<file path="src/rtl/dmem_wait_responder_pkg.sv">
// Shared encodings and widths for the wait-state data-memory responder.
package dmem_wait_responder_pkg;

    typedef enum logic [1:0] {
        DMEM_IDLE = 2'd0,
        DMEM_WAIT = 2'd1,
        DMEM_DONE = 2'd2
    } dmem_state_e;

    localparam int WORD_W = 32;
    localparam int BE_W   = 4;
    localparam int CNT_W  = 4;

endpackage

</file>
<file path="src/rtl/dmem_array.sv">
// Word-wide storage with per-byte synchronous write and a registered read port.
module dmem_array
    import dmem_wait_responder_pkg::*;
#(
    parameter int DEPTH_WORDS = 64,
    parameter int AW          = $clog2(DEPTH_WORDS)
) (
    input  logic              clk_i,
    input  logic              we_i,
    input  logic [BE_W-1:0]   be_i,
    input  logic [AW-1:0]     widx_i,
    input  logic [WORD_W-1:0] wdata_i,
    input  logic [AW-1:0]     ridx_i,
    output logic [WORD_W-1:0] rdata_o
);

    // NOTE: storage has no reset branch; contents survive reset and only start from zero.
    logic [WORD_W-1:0] mem_q [DEPTH_WORDS] = '{default: '0};
    logic [WORD_W-1:0] rdata_q;

    always_ff @(posedge clk_i) begin
        for (int b = 0; b < BE_W; b++) begin
            if (we_i && be_i[b]) begin
                mem_q[widx_i][8*b +: 8] <= wdata_i[8*b +: 8];
            end
        end
        rdata_q <= mem_q[ridx_i];
    end

    assign rdata_o = rdata_q;

endmodule

</file>
<file path="src/rtl/dmem_wait_responder.sv">
// Memory-stage data responder: latches one request, stalls for WAIT_CYCLES+1 cycles, then responds.
module dmem_wait_responder
    import dmem_wait_responder_pkg::*;
#(
    parameter int          DEPTH_WORDS = 64,
    parameter int          WAIT_CYCLES = 2,
    parameter logic [31:0] BASE_ADDR   = 32'h0
) (
    input  logic              clk,
    input  logic              reset,
    input  logic              req_valid,
    input  logic              req_write,
    input  logic [31:0]       req_addr,
    input  logic [WORD_W-1:0] req_wdata,
    input  logic [BE_W-1:0]   req_be,
    output logic              stall_m,
    output logic              rsp_valid,
    output logic [WORD_W-1:0] rsp_rdata,
    output logic              addr_err
);

    localparam int               AW        = $clog2(DEPTH_WORDS);
    localparam logic [CNT_W-1:0] WAIT_LOAD = CNT_W'(WAIT_CYCLES);

    typedef struct packed {
        logic              write;
        logic              err;
        logic [AW-1:0]     idx;
        logic [WORD_W-1:0] wdata;
        logic [BE_W-1:0]   be;
    } req_t;

    dmem_state_e       state_q, state_d;
    logic [CNT_W-1:0]  cnt_q, cnt_d;
    req_t              req_q, req_d;

    logic [30:0]       word_off;
    logic              addr_bad;
    logic [AW-1:0]     rd_idx;
    logic              mem_we;
    logic [WORD_W-1:0] rd_data;

    // Word-granular offset; bit 30 is the borrow, set when the address lies below BASE_ADDR.
    assign word_off = {1'b0, req_addr[31:2]} - {1'b0, BASE_ADDR[31:2]};
    assign addr_bad = (req_addr[1:0] != 2'b00) | word_off[30] | (|word_off[29:AW]);

    always_ff @(posedge clk) begin
        if (reset) begin
            state_q <= DMEM_IDLE;
            cnt_q   <= '0;
            req_q   <= '0;
        end else begin
            state_q <= state_d;
            cnt_q   <= cnt_d;
            req_q   <= req_d;
        end
    end

    // NOTE: every output is given a default before the case so no path leaves one unassigned.
    always_comb begin
        state_d   = state_q;
        cnt_d     = cnt_q;
        req_d     = req_q;
        rd_idx    = req_q.idx;
        mem_we    = 1'b0;
        stall_m   = 1'b0;
        rsp_valid = 1'b0;
        rsp_rdata = '0;
        addr_err  = 1'b0;

        case (state_q)
            DMEM_IDLE: begin
                stall_m = req_valid;
                rd_idx  = word_off[AW-1:0];
                if (req_valid) begin
                    req_d   = '{write: req_write, err: addr_bad, idx: word_off[AW-1:0],
                                wdata: req_wdata, be: req_be};
                    cnt_d   = WAIT_LOAD;
                    state_d = (WAIT_CYCLES > 0) ? DMEM_WAIT : DMEM_DONE;
                end
            end
            DMEM_WAIT: begin
                stall_m = 1'b1;
                cnt_d   = cnt_q - 1'b1;
                if (cnt_q <= 4'd1) begin
                    state_d = DMEM_DONE;
                end
            end
            DMEM_DONE: begin
                rsp_valid = 1'b1;
                addr_err  = req_q.err;
                rsp_rdata = (req_q.err || req_q.write) ? '0 : rd_data;
                mem_we    = req_q.write && !req_q.err;
                state_d   = DMEM_IDLE;
            end
            default: state_d = DMEM_IDLE;
        endcase

        // Reset aborts any in-flight access in the same cycle: no stall, no response, no write.
        if (reset) begin
            mem_we    = 1'b0;
            stall_m   = 1'b0;
            rsp_valid = 1'b0;
            rsp_rdata = '0;
            addr_err  = 1'b0;
        end
    end

    dmem_array #(
        .DEPTH_WORDS(DEPTH_WORDS)
    ) u_array (
        .clk_i  (clk),
        .we_i   (mem_we),
        .be_i   (req_q.be),
        .widx_i (req_q.idx),
        .wdata_i(req_q.wdata),
        .ridx_i (rd_idx),
        .rdata_o(rd_data)
    );

endmodule

</file>
<file path="config.mk">
export PLATFORM = sky130hd
export DESIGN_NAME = dmem_wait_responder
export DESIGN_NICKNAME = d
export VERILOG_FILES = /design/src/rtl/dmem_wait_responder_pkg.sv /design/src/rtl/dmem_array.sv /design/src/rtl/dmem_wait_responder.sv
export SDC_FILE = /design/constraint.sdc
export NUM_CORES = 2
export LEC_CHECK = 0
export ABC_AREA = 1
export BUFFER_PORTS_ARGS = -buffer_cell sky130_fd_sc_hd__buf_2
export CORE_MARGIN = 2
export CORE_UTILIZATION = 35
export DETAILED_ROUTE_END_ITERATION = 10
export GPL_ROUTABILITY_DRIVEN = 1
export PLACE_DENSITY = 0.59
export SLEW_MARGIN = 20
export SYNTH_ARGS = -nofsm -noshare
export SYNTH_HDL_FRONTEND = slang
export SYNTH_HIERARCHICAL = 1
export SYNTH_SLANG_ARGS = --single-unit
</file>
<file path="constraint.sdc">
create_clock -name clk -period 3.8 [get_ports clk]
set_input_delay 0.19 -clock clk [delete_from_list [all_inputs] [get_ports clk]]
set_output_delay 0.19 -clock clk [all_outputs]
set_load 0.05 [all_outputs]
</file>
* Word-level counts from Yosys, hierarchy flattened
Memory sizes are Yosys's and may differ from the RTL's. A register that Yosys moved wholly into a read port is not among the register bits. Index checks and enable logic that the tools add are counted.
Storage, ports and cells: output and inout bits 35, bits in registers 50, bits of input ports 72, word-level logic and storage cells 54, bits in writable memories 2048, memories kept 1
Operators by class: bitwise operators 1, reduce and logical (&&, ||, !) cells 14, equality and inequality tests 4, magnitude comparators 1, add/subtract/negate cells 1, muxes and demuxes 25
Memory list:
- u_array.mem_q | depth 64, width 32, rd ports 1, clocked after Yosys merged registers in 1, write ports 1, line dmem_array.sv:18 | logic [WORD_W-1:0] mem_q [DEPTH_WORDS] = '{default: '0};
Operator list (count):
- 32-bit 2-to-1 mux | 3
- 24-bit OR reduction | 1
- 1-bit 2-to-1 mux | 15
- 4-bit case mux with 2 select lines | 1
- 6-bit 2-to-1 mux | 1
- 2-bit AND reduction | 3
- 1-bit logical AND | 5
- 4-bit by 1-bit less-or-equal comparator with 1-bit output (second input constant) | 1
- 2-bit 2-to-1 mux | 2
- 4-bit 2-to-1 mux | 1
- 2-bit inequality test (second input constant) | 2
- 2-bit case mux with 2 select lines | 1
- 2-bit nonzero test | 2
- 4-bit by 1-bit subtractor with 4-bit output (second input constant) | 1
- 2-bit by 1-bit equality test with 1-bit output (second input constant) | 1
- 2-bit equality test (second input constant) | 1
- 2-bit zero test | 1
- 1-bit case mux with 2 select lines | 1
- 1-bit zero test | 1
- 1-bit logical OR | 1
- 1-bit OR | 1

* Depth between registers and ports, before layout
word-level depth 7, depth in mapped cells 16, depth with buffers taken out 12

* Hierarchy
Netlist, hierarchy kept.
Modules (own cells, without submodules):
- dmem_array | area an instance 83801.6 µm², times used 1, seq. area each 62139.6 µm², cells each 7053
- dmem_wait_responder | area an instance 2347.3 µm², times used 1, seq. area each 1001.0 µm², cells each 348

* Worst setup path after synthesis
Ideal clock, no wire load.
kind reg-to-reg, start point register state_q[1], end point memory u_array.mem_q[10][0], enable pin, period minus slack after synthesis 2.141 ns, path slack 1.659 ns, path buffers 1, stages on the path, launching flop included 8, arrival time 1.770 ns, library setup time 0.370 ns, required time 3.430 ns, cell sequence dfxtp_1 inv_2 nor2_2 nand2_2 nor3_1 nand2_1 clkbuf_1 nor2_1
Between the ends: cells in the longest elaborated chain, start to end 6
RTL lines:
- from (decl) | line dmem_wait_responder.sv:33 | dmem_state_e state_q, state_d;
- from (signal assigned) | line dmem_wait_responder.sv:53 | state_q <= state_d;
- 2-bit equality test | line dmem_wait_responder.sv:71 | case (state_q)
- 1-bit 2-to-1 mux | line dmem_wait_responder.sv:71
- 1-bit 2-to-1 mux | line dmem_wait_responder.sv:100 | if (reset) begin
- via mem_we | line dmem_wait_responder.sv:40 | logic mem_we;
- 1-bit logical AND | line dmem_array.sv:23 | if (we_i && be_i[b]) begin
- 1-bit 2-to-1 mux | line dmem_array.sv:23
- 1-bit 2-to-1 mux (not written as such) | line dmem_array.sv:24 | mem_q[widx_i][8*b +: 8] <= wdata_i[8*b +: 8];
- to (decl) | line dmem_array.sv:18
The timed path passes the listed nets, and every way through them passes these cells.

* Final worst setup path
start point register state_q[1], end point output rsp_rdata[27]
Between the ends: cells in the longest elaborated chain, start to end 3
RTL lines:
- 2-bit equality test | line dmem_wait_responder.sv:71
- 32-bit 2-to-1 mux | line dmem_wait_responder.sv:71
- 32-bit 2-to-1 mux | line dmem_wait_responder.sv:100
- to (decl) | line dmem_wait_responder.sv:18 | output logic [WORD_W-1:0] rsp_rdata,
Every way passes these cells.

==> results.py <==
metrics = {
    "placement": {
        "place.gp.congestion": 0.9001,
        "placed_area_um2": 91490,
        "post-dp-hpwl_um": 159200,
        "dp_cells": 10600,
        "port_buffers": 106,
    },
    "finish": {
        "fin_nets": 7739,
        "multi_input_area_um2": 20480,
        "num-fill-cells": 22790,
        "area_growth_pct": 14.89,
        "stdcell_count": 11060,
        "drive_gt1_frac": 0.1055,
        "ff_latch_area_um2": 63190,
        "final_design_area_no_fill_um2": 98970,
    },
    "floorplanning": {
        "num_rows": 182,
        "core-area_um2": 245300,
        "die_x_um": 500.1,
        "die_y_um": 500.1,
        "die_area_um2": 250100,
        "io-pin-count": 107,
        "initial_core_util": 0.3513,
    },
    "worst_setup_path": {
        "critical_path.max_stage_delay_ns": 0.74,
        "rrSetupSlack_ns": 0.50,
        "crit_chain": "inv_2 > nor2_2 > nand2_2 > clkinv_2 > nand2_2 > nor2_1 > buf_2",
        "endpoint_kind": "output pin",
        "worstSetupStartpoint": "state_q[1]",
        "timing.rr.start": "state_q[1]",
        "path_max_fanout": 31,
        "cp.required_ns": 3.61,
        "path_class": "reg -> out",
        "cp_common_cell": "nand2_2",
        "reg2reg_depth": 11,
        "cp-start-kind": "register",
        "worstPathArrival_ns": 3.29,
        "critical-path-slowest-cell": "nor2_1",
        "timing.rr.end": "u_array/rdata_o[19]",
    },
    "timing": {
        "slew_violations": 0,
        "relSlewSlack": 0.1974,
        "rsz0062_at_grt": "no",
        "clock.fmax_mhz": 287.0,
        "hold_violations": 0,
        "finalCritPeriodShare": 0.9168,
        "fin_skew_ns": 0.03323,
        "tightest_slew_ns": 1.199,
        "setup_violations": 0,
        "fin_crit_ns": 3.484,
        "fin_tns_setup_ns": 0,
    },
    "min_path": {
        "holdCritPathClass": "in -> reg",
        "hp-start": "req_addr[7]",
        "min_to": "req_q[41]",
        "hold_path_depth": 4,
    },
    "yosys": {
        "synthCells": 7401,
        "synth.avg_cell_area_um2": 11.64,
        "synth_nets": 7475,
        "synth.distinct_cells": 27,
        "ys_seq_area_frac": 0.7329,
        "yosys_warnings": 6,
        "synth_area_leader_cell": "edfxtp_1",
        "synth.area.top_cells": "edfxtp_1, nand3_1, nand2_1",
        "synth_top_area_share": 0.7139,
        "syn-cell-area_um2": 86150,
        "synth-seq-cells": 2130,
    },
    "power_and_ir_drop": {
        "power.sequential.fraction": 0.474,
        "swShare": 0.2992,
        "peakVddDrop_v": 0.0004348,
        "pwr-share-clk": 0.348,
        "leakage_nw": 35.19,
        "powerDensity_nw_per_um2": 588.7,
        "power_frac_comb": 0.178,
        "netSwitchingPower_mw": 17.43,
        "intPower_mw": 40.83,
    },
    "routing": {
        "vias": 58780,
        "initialDrtViolationCount": 6766,
        "ant_nets": 0,
        "drc_errors": 0,
        "drt_first_pass_iters": 8,
        "vias_per_cell": 5.314,
        "wire_per_inst_um": 23.42,
        "wirelength_um": 259100,
    },
    "clock_tree": {
        "numCtsBuffers": 208,
        "cts.clk_slew.worst_paths_ns": 0.06,
        "postCtsResizedCells": 0,
        "cts-root-buf": "clkbuf_16",
        "cts_tree": "yes",
        "cts_buffer_depth": 3,
        "holdBufCountCts": 80,
        "post_cts_buffers": 0,
        "htreeDepth": 4,
        "cts.sinks": 2130,
        "clock_latency_ns": 0.85,
    },
    "global_route": {
        "grt_max_degree": 168,
        "overflow": 0,
        "antenna_found_initial": 9,
        "grt_pass1_vias": 55910,
        "grt_usage": 0.2023,
        "grt_pass1_wl_um": 378400,
    },
    "run": {
        "maxCapViolCount": 0,
    },
    "status": {
        "status": "completed",
    },
}
placed cells by master (no fill, tap or decap), types with 2 or more instances in the layout:
cell type      Yosys  layout
dfxtp_2            0      29
dfxtp_4            0       3
o21ai_1            2       2
nand2_1         2367    2363
o21ai_0           52      46
nor2_2             5       7
ha_1               2       2
clkinv_1           0      53
inv_16             0       5
clkbuf_8           0       9
nor3_1            18      17
nand2_2           12      16
clkinvlp_4         0       2
buf_12             0      35
edfxtp_1        2048    2048
a21oi_1            9       9
buf_4             43     323
nor2_1           380     378
inv_2              4       3
inv_8              0       2
clkbuf_1         105      36
dlygate4sd3_1      0      80
nand3_1         1897    1897
diode_2            0      10
dfxtp_1           82      50
inv_1             25      23
bufinv_16          0      15
nor3b_1            2       2
o21ai_4            0       6
inv_6              0       4
clkinv_2           1      38
nor2_4             2       2
clkbuf_16          0     214
buf_2            261     106
logic make-up (layout without fill, tap and decap cells):
family	Yosys count	count (layout)	share of synthesized area
simple gates	4684	4684	0.2327
compound gates	64	64	0.003747
fa+ha+maj	2	2	0.0002904
buf+inv	521	953	0.03035
flops	2130	2130	0.7329
other cells	0	10	0
sequential cells by signal, indices dropped and copies added, names as in the netlist:
name	cells
u_array/mem_q	2048
req_q	44
state_q	2
u_array/rdata_o	32
cnt_q	4
worst max path at each step:
stage	to	slack (ns)	depth (start not counted)
final	rsp_rdata[27]	0.32	7
after global routing	rsp_rdata[27]	0.21	7
after CTS	rsp_rdata[25]	0.47	7
after detailed placement	u_array/mem_q[21][6]	0.56	8
after global placement	u_array/mem_q[49][9]	0.53	5
after floorplan	u_array/mem_q[10][0]	1.66	7
Yosys cell counts, drive strengths merged:
cell type	n
a21oi	9
buf	383
clkbuf	107
clkinv	1
dfxtp	82
edfxtp	2048
ha	2
inv	30
nand2	2379
nand3	1897
nor2	387
nor3	18
nor3b	2
o211ai	1
o21ai	54
or2	1
layer usage:
layer / GRT usage / wire, um
met5: 0 / 74
met4: 0.08510 / 11200
met2: 0.3155 / 119700
met1: 0.2739 / 106000
met3: 0.04243 / 22210
power groups by stage:
stage | clock, mW | sequential [mW] | combinational, mW
after floorplan | 0 | 27.6 | 6.48
after global placement | 0 | 28.1 | 10.1
after detailed placement | 0 | 28.2 | 10.2
after CTS | 20.5 | 27.7 | 10.3
after global routing | 21.4 | 27.6 | 11.2
final | 20.3 | 27.6 | 10.4
final cells by class:
cell class	count	share of cell area
clock inverter	118	0.01030
inverter	31	0.001530
timing repair buffer	544	0.04503
antenna	10	0.0002528
sequential	2130	0.6384
clock buffer	260	0.05680
multi-input combinational	4750	0.2069
tap	3220	0.04071
per-stage QoR:
step	util	worst slack, ns	power (mW)	hold slack (ns)
5_1_grt	0.4035	0.2143	60.34	0.2104
2_1_floorplan	-	1.659	34.06	0.3364
4_1_cts	0.4034	0.4728	58.46	0.1699
6_report	0.4036	0.3162	58.26	0.2247
3_5_place_dp	0.3731	0.5604	38.31	0.4458
3_3_place_gp	0.3730	0.5288	38.25	0.4421
worst max-delay path: cells and delay by family (launching register included):
family | cells | cell delay [ns]
simple gates | 4 | 1.07
buf+inv | 3 | 0.93
flops | 1 | 0.43
Note: power is estimated with default switching activity, not from simulation.
